**config.mk**
```make
export PLATFORM = sky130hd
export DESIGN_NAME = right_shift_seq
export DESIGN_NICKNAME = d
export VERILOG_FILES = /design/src/rtl/right_shift_seq_pkg.sv /design/src/rtl/right_shift_stage.sv /design/src/rtl/right_shift_seq.sv
export SDC_FILE = /design/constraint.sdc
export NUM_CORES = 1
export LEC_CHECK = 0
export ABC_AREA = 1
export BUFFER_PORTS_ARGS = -buffer_cell sky130_fd_sc_hd__buf_2
export CAP_MARGIN = 30
export CELL_PAD_IN_SITES_DETAIL_PLACEMENT = 2
export CELL_PAD_IN_SITES_GLOBAL_PLACEMENT = 2
export CORE_MARGIN = 3
export CORE_UTILIZATION = 35
export CTS_BUF_LIST = sky130_fd_sc_hd__clkbuf_4
export DETAILED_ROUTE_END_ITERATION = 7
export HOLD_SLACK_MARGIN = 0.05
export PLACE_DENSITY = 0.95
export SETUP_SLACK_MARGIN = 0.5
export SLEW_MARGIN = 30
export SYNTH_ARGS = -nofsm -noshare
export SYNTH_HDL_FRONTEND = slang
export SYNTH_SLANG_ARGS = --single-unit
```
**constraint.sdc**
```tcl
create_clock -name clock -period 6.15 [get_ports clock]
set_input_delay 0.9225 -clock clock [delete_from_list [all_inputs] [get_ports clock]]
set_output_delay 0.9225 -clock clock [all_outputs]
set_load 0.02 [all_outputs]
```
**src/rtl/right_shift_seq_pkg.sv**
```systemverilog
// Shared shift definitions for the multicycle right shifter.
// Holds the default operand and shift-amount widths, the stage count and the
// FSM state encoding used by right_shift_seq.
// No ports (package).
package right_shift_seq_pkg;

  localparam int DEF_WIDTH   = 32;
  localparam int DEF_SHAMT_W = 5;

  // One conditional stage per shift-amount bit: 16, 8, 4, 2, 1.
  localparam int STAGES = DEF_SHAMT_W;

  typedef enum logic [1:0] {
    IDLE  = 2'd0,
    SHIFT = 2'd1,
    DONE  = 2'd2
  } state_t;

endpackage

```
**src/rtl/right_shift_stage.sv**
```systemverilog
// One conditional right-shift stage of the multicycle shifter.
// When en is set, the input moves right by 2^k bit positions and the vacated
// MSBs take the value of fill; when en is clear the input passes through.
// Ports:
//   in    in   WIDTH  value to shift
//   fill  in   1      bit written into the vacated MSBs
//   en    in   1      1 = apply this stage, 0 = pass through
//   k     in   K_W    stage index; shift distance is 2^k
//   out   out  WIDTH  stage result
module right_shift_stage #(
  parameter int WIDTH = 32,
  parameter int K_W   = 3
) (
  input  logic [WIDTH-1:0] in,
  input  logic             fill,
  input  logic             en,
  input  logic [K_W-1:0]   k,
  output logic [WIDTH-1:0] out
);

  logic [WIDTH-1:0] shifted;
  logic [WIDTH-1:0] fill_mask;

  // The fill mask marks exactly the bit positions vacated by the shift, so
  // OR-ing it in gives sign extension without needing a signed operator.
  always_comb begin
    shifted   = in >> (1 << k);
    fill_mask = ~({WIDTH{1'b1}} >> (1 << k));
    out       = in;
    if (en) begin
      out = shifted | (fill ? fill_mask : '0);
    end
  end

endmodule

```
**src/rtl/right_shift_seq.sv**
```systemverilog
// Multicycle 32-bit right shifter, logical (zero fill) or arithmetic (sign
// fill). One conditional stage is applied per cycle, largest first
// (16, 8, 4, 2, 1), so every operation takes a fixed five SHIFT cycles.
// Ports:
//   clock         in   1        rising-edge clock
//   reset         in   1        asynchronous, active-high; clears all state
//   start         in   1        request; accepted only while ready=1
//   data_in       in   WIDTH    operand, sampled on the accepting edge
//   shamt         in   SHAMT_W  shift amount, sampled on the accepting edge
//   arith         in   1        1 = arithmetic, 0 = logical
//   ready         out  1        1 in IDLE or DONE
//   busy          out  1        1 in SHIFT
//   result        out  WIDTH    last completed result, held until the next one
//   result_valid  out  1        one-cycle pulse in DONE
module right_shift_seq
  import right_shift_seq_pkg::*;
#(
  parameter int WIDTH   = DEF_WIDTH,
  parameter int SHAMT_W = DEF_SHAMT_W
) (
  input  logic               clock,
  input  logic               reset,
  input  logic               start,
  input  logic [WIDTH-1:0]   data_in,
  input  logic [SHAMT_W-1:0] shamt,
  input  logic               arith,
  output logic               ready,
  output logic               busy,
  output logic [WIDTH-1:0]   result,
  output logic               result_valid
);

  localparam int K_W = $clog2(SHAMT_W);
  localparam logic [K_W-1:0] FIRST_K = K_W'(SHAMT_W - 1);

  state_t             state;
  logic [WIDTH-1:0]   work;
  logic [SHAMT_W-1:0] amt;
  logic               fill;
  logic [K_W-1:0]     k;
  logic [WIDTH-1:0]   stage_out;

  // A single stage instance is time-shared; the counter k picks the distance.
  right_shift_stage #(
    .WIDTH (WIDTH),
    .K_W   (K_W)
  ) u_stage (
    .in   (work),
    .fill (fill),
    .en   (amt[k]),
    .k    (k),
    .out  (stage_out)
  );

  // FSM, counter and datapath registers. All outputs are registered so that
  // ready/busy/result_valid change only on clock edges. The fill bit is
  // captured once at acceptance so later stages sign-extend from the
  // original operand's MSB rather than from an intermediate value.
  // result is written only on the SHIFT->DONE edge, so it never shows a
  // partially shifted value.
  always_ff @(posedge clock or posedge reset) begin
    if (reset) begin
      state        <= IDLE;
      work         <= '0;
      amt          <= '0;
      fill         <= 1'b0;
      k            <= '0;
      result       <= '0;
      result_valid <= 1'b0;
      busy         <= 1'b0;
      ready        <= 1'b1;
    end else begin
      case (state)
        IDLE: begin
          if (start) begin
            work  <= data_in;
            amt   <= shamt;
            fill  <= arith & data_in[WIDTH-1];
            k     <= FIRST_K;
            state <= SHIFT;
            busy  <= 1'b1;
            ready <= 1'b0;
          end
        end

        SHIFT: begin
          work <= stage_out;
          if (k == '0) begin
            state        <= DONE;
            result       <= stage_out;
            result_valid <= 1'b1;
            busy         <= 1'b0;
            ready        <= 1'b1;
          end else begin
            k <= k - 1'b1;
          end
        end

        DONE: begin
          // A start seen here begins the next op in the same cycle as the
          // completion pulse, giving one op per six cycles back-to-back.
          result_valid <= 1'b0;
          if (start) begin
            work  <= data_in;
            amt   <= shamt;
            fill  <= arith & data_in[WIDTH-1];
            k     <= FIRST_K;
            state <= SHIFT;
            busy  <= 1'b1;
            ready <= 1'b0;
          end else begin
            state <= IDLE;
          end
        end

        default: begin
          state        <= IDLE;
          result_valid <= 1'b0;
          busy         <= 1'b0;
          ready        <= 1'b1;
        end
      endcase
    end
  end

endmodule

```
==> results of run 1 <==
[per-stage QoR]
stage | std cells | hold slack, ns | setup slack [ns] | util (%) | cell area [µm²]
finish | 1168 | 0.528 | 2.17 | 39.4 | 6330
global route | 1168 | 0.555 | 2.09 | 39.4 | 6330
CTS | 1167 | 0.533 | 2.35 | 39.4 | 6330
detailed placement | 1152 | 0.480 | 2.51 | 38.5 | 6170
global placement | 1152 | 0.463 | 2.70 | 38.4 | 6170
floorplan | 909 | 0.442 | 3.23 | - | 5800
[routing by layer]
layer / GRT usage, % / wire, µm / part of all wire [%] / vias up
li1: - / - / - / 3073
met1: 48.2 / 13300 / 41 / 3747
met2: 56.9 / 14800 / 46 / 447
met3: 8.20 / 3100 / 9.6 / 93
met4: 12.2 / 1070 / 3.3 / 2
met5: 0 / 13 / 0.040 / -
[cell usage after synthesis, drive strengths merged]
cell,number,share of area (%)
a21o,1,0.13
a21oi,19,1.6
a221oi,1,0.26
a22oi,2,0.26
a31oi,2,0.22
and2,1,0.11
buf,33,4.0
clkbuf,18,1.2
clkinv,1,0.065
dfrtp,77,33
dfstp,1,0.45
ha,5,1.1
inv,43,2.8
nand2,336,23
nand3,173,15
nand3b,2,0.26
nand4,6,0.65
nor2,81,5.8
o211ai,8,1.0
o21ai,92,8.1
o22ai,4,0.54
o31ai,1,0.13
or2,2,0.22
[cell families (layout without fill, tap and decap cells)]
kind of cell,count (synthesis),in the layout,synth area share (%)
other,0,1,0
AO/OA/AOI/OAI,130,130,12.3
buffers and inverters,95,137,8.09
adder cells (fa/ha/maj),5,5,1.08
AND/OR/NAND/NOR,601,601,44.8
flip-flops,78,78,33.7
[registers in the layout (all words and copies together), names as in the netlist]
register,cells
amt,5
busy,1
fill,1
k,3
ready,1
result,32
result_valid,1
state,2
work,32
[worst max-delay path, cell delays in order, from the launching register on]
cell and delay, ns:
dfrtp_1 0.69, inv_2 0.52, nand3_1 0.20, nand2_2 0.55, inv_1 0.49, nor2_1 0.49
o21ai_0 0.29, o21ai_0 0.21, nand2_1 0.13, o211ai_1 0.13, nand2_1 0.10
[how the worst min path moves through the flow]
stage	startpoint	end	slack, ns	cells past startpoint
2_1_floorplan	amt[4]	amt[4]	0.44	2
3_3_place_gp	amt[4]	amt[4]	0.46	2
3_5_place_dp	result[30]	result[30]	0.48	2
4_1_cts	work[16]	work[16]	0.53	2
5_1_grt	result[30]	result[30]	0.56	2
6_report	result[12]	result[12]	0.53	2
[cell type report]
cell class / instances / share of cell area [%]
Timing Repair Buffer: 78 / 6.34
Clock inverter: 4 / 1.15
Antenna cell: 1 / 0.0395
Multi-Input combinational cell: 736 / 53.4
Sequential cell: 78 / 30.8
Clock buffer: 11 / 1.30
Inverter: 44 / 2.69
Tap cell: 216 / 4.27
==> results.toml, run 1 <==
[timing]
setup_tns_ns = 0
post-route-period-util_pct = 64.7
max_slew.worst_pin.slew_ns = 0.948
min_period_ns = 3.98
rsz0062_at_grt = "false"
hold_viol = 0
skew_ns = 0.0370
max_freq_mhz = 251
maxSlewViolCount = 0
finalSetupViolCount = 0
relSlewSlack_pct = 36.8

[cts]
cts_buffer_depth = 2
cts_hold_buf = 0
insertion_delay_ns = 0.51
ctsResizeCount = 0
htree_levels = 3
cts.sinks = 78
cts_buffers = 9
clock-root-buffer = "clkbuf_4"
clkTransAtPathRegs_ns = 0.17
post_cts_buffers = 0
cts_tree = "done"

[setup_path]
cp.arrival_ns = 4.38
r2r-start = "k[2]"
r2r_cells = 10
critPathLaunch = "k[2]"
r2r_end = "work[25]"
cp_max_fo = 32
crit_type = "reg2reg"
endpoint = "work[25]"
cp-start-kind = "flop"
cp.required_ns = 6.55
endpoint_kind = "flop"
rrSetupSlack_ns = 2.17

[drt]
vias = 7362
viasPerCell = 6.30
ant_nets = 0
routed_wl_um = 32300
drt_iter0_markers = 990
wire_per_inst_um = 27.6
first_pass_iters = 5
drc = 0

[synthesis]
synth_nets = 955
ys_ff_latch = 78
syn_inst = 909
ys_seq_area_share_pct = 33.7
yosysUniqueCellTypes = 36
synth_area_um2 = 5800
yosysWarnings = 0
synth_area_per_cell_um2 = 6.38

[floorplanning]
die_y_um = 135
die_area_um2 = 18100
start_util_pct = 36.1
die-width_um = 135
num_rows = 46
core-area_um2 = 16100
io_pins = 76

[final_layout]
seq_area_um2 = 1950
layout_commonest_cell = "nand2_1"
mostFrequentLayoutCells = "nand2_1 (326), nand3_1 (172), dfrtp_1 (77), buf_2 (75), nor2_1 (73)"
syn_to_final_growth_pct = 9.24
multiInputGateArea_um2 = 3380
drive_gt1_share_pct = 13.9
num-nets-final = 993
fillers = 1955

[grt]
antenna_found_initial = 2
grt_overflow = 0
grt_pass1_vias = 7934
grt.total_usage_pct = 35.8
grt_max_degree = 79
grt_pass1_wl_um = 49500

[hold_path]
hold_class = "reg2reg"

[job]
cap_violations = 0

[placed_design]
hpwl_um = 21300
port_buffers = 75
place_congestion = 0.966

[run_status]
status = "complete, no violations"
Power of run 1 is not shown: default switching activity piles up to over one toggle a cycle in this logic, so the estimate is an artifact.
==> run 2, diff against run 1 <==
--- a/config.mk
+++ b/config.mk
@@ -11,11 +11,11 @@
 export CELL_PAD_IN_SITES_DETAIL_PLACEMENT = 2
 export CELL_PAD_IN_SITES_GLOBAL_PLACEMENT = 2
 export CORE_MARGIN = 3
-export CORE_UTILIZATION = 35
+export CORE_UTILIZATION = 29
 export CTS_BUF_LIST = sky130_fd_sc_hd__clkbuf_4
 export DETAILED_ROUTE_END_ITERATION = 7
 export HOLD_SLACK_MARGIN = 0.05
-export PLACE_DENSITY = 0.95
+export PLACE_DENSITY = 0.89
 export SETUP_SLACK_MARGIN = 0.5
 export SLEW_MARGIN = 30
 export SYNTH_ARGS = -nofsm -noshare
==> constraint.sdc (replaced) <==
create_clock -name clock -period 3.4 [get_ports clock]
set_input_delay 0.51 -clock clock [delete_from_list [all_inputs] [get_ports clock]]
set_output_delay 0.51 -clock clock [all_outputs]
set_load 0.02 [all_outputs]
==> results.toml, run 2 (synthesis gave the netlist of run 1 again) <==
[setup_path]
critPathLaunch = "k[1]"
cp_max_fo = 11
r2r-start = "k[1]"
r2r_end = "work[6]"
cp.required_ns = 3.81
cp-start-kind = "flop"
endpoint = "work[6]"
r2r_cells = 15
cp.arrival_ns = 3.12
crit_type = "reg2reg"
rrSetupSlack_ns = 0.70
endpoint_kind = "flop"

[cts]
cts_tree = "done"
htree_levels = 3
clock-root-buffer = "clkbuf_4"
cts_buffer_depth = 2
cts_hold_buf = 0
cts.sinks = 78
cts_buffers = 9
clkTransAtPathRegs_ns = 0.16
insertion_delay_ns = 0.47

[grt]
grt.total_usage_pct = 24.0
grt_max_degree = 43
grt_overflow = 0
antenna_found_initial = 1
grt_pass1_wl_um = 41100
grt_pass1_vias = 7177

[final_layout]
syn_to_final_growth_pct = 13.1
drive_gt1_share_pct = 15.9
mostFrequentLayoutCells = "nand2_1 (326), nand3_1 (172), dfrtp_1 (77), buf_2 (75), nor2_1 (73)"
layout_commonest_cell = "nand2_1"
final_area_um2 = 6560
reg_top3 = "result x32, work x32, amt x5"
num-nets-final = 1009

[drt]
routed_wl_um = 26200
wire_per_inst_um = 21.2
vias = 6768
drc = 0
ant_nets = 0
first_pass_iters = 5
drt_iter0_markers = 415
viasPerCell = 5.48

[placed_design]
pre_cts_ws_ns = 0.532
port_buffers = 75
place_congestion = 0.928
place_area_um2 = 6320
hpwl_um = 20000

[timing]
max_slew.worst_pin.slew_ns = 0.760
relSlewSlack_pct = 49.4
finalSetupViolCount = 0
setup_tns_ns = 0
hold_viol = 0
maxSlewViolCount = 0
fin_ws_ns = 0.697
skew_ns = 0.0238
rsz0062_at_grt = "false"
max_freq_mhz = 370
post-route-period-util_pct = 79.5
min_period_ns = 2.70

[floorplanning]
die_area_um2 = 21700
io_pins = 76
core-area_um2 = 19500
die-width_um = 147
num_rows = 51
die_y_um = 147
start_util_pct = 29.7

[hold_path]
hold_class = "in2async"

[run_status]
status = "complete, no violations"

[job]
cap_violations = 0
==> run 2: how the worst min path moves through the flow <==
stage | from | to | slack (ns)
floorplan | amt[4] | amt[4] | 0.44
global placement | work[16] | work[16] | 0.47
detailed placement | amt[1] | amt[1] | 0.47
CTS | reset | result[12] | 0.07
global route | reset | result[15] | 0.09
finish | reset | result[15] | 0.06
==> run 2: timing repair <==
item,4_1_cts,5_1_grt
setup endpoints to repair,1,61
gates resized for setup,0,15
endpoints found under the hold margin,0,0
pin swaps,0,1
setup buffers,0,3
==> run 2: metal layers <==
layer	share of wire, %	up-vias	routed length [µm]	track usage, %
met2	47	190	12300	39.0
met3	5.3	41	1380	3.46
li1	-	3099	-	-
met4	2.3	0	603	7.36
met1	45	3438	11900	33.2
met5	0	-	0	0
==> run 2: cell type report <==
type / count / area (µm²)
Antenna cell: 1 / 2.50
Inverter: 44 / 174
Clock inverter: 6 / 70.1
Clock buffer: 10 / 75.1
Fill cell: 2451 / 13000
Multi-Input combinational cell: 736 / 3420
Tap cell: 265 / 332
Timing Repair Buffer: 94 / 526
Sequential cell: 78 / 1950
==> run 2: critical path, stage by stage, from the launching register on <==
cell	delay (ns)
dfrtp_1	0.51
inv_2	0.14
ha_2	0.24
nand2_2	0.22
inv_2	0.11
nor2_4	0.28
nand2_4	0.13
inv_2	0.24
nand3_1	0.15
nand2_1	0.08
nor2_1	0.04
o21ai_1	0.17
nand2_1	0.14
nand2_1	0.08
nand2_1	0.05
nand2_1	0.06
==> run 2: through the flow <==
stage                     hold WS (ns)  util (%)  cells
after floorplan                  0.442         -    909
after global placement           0.465      32.4   1214
after detailed placement         0.471      32.4   1214
after CTS                       0.0671      33.1   1230
after global routing            0.0854      33.6   1234
final                           0.0582      33.6   1234
Power of run 2 is left out for the same reason.
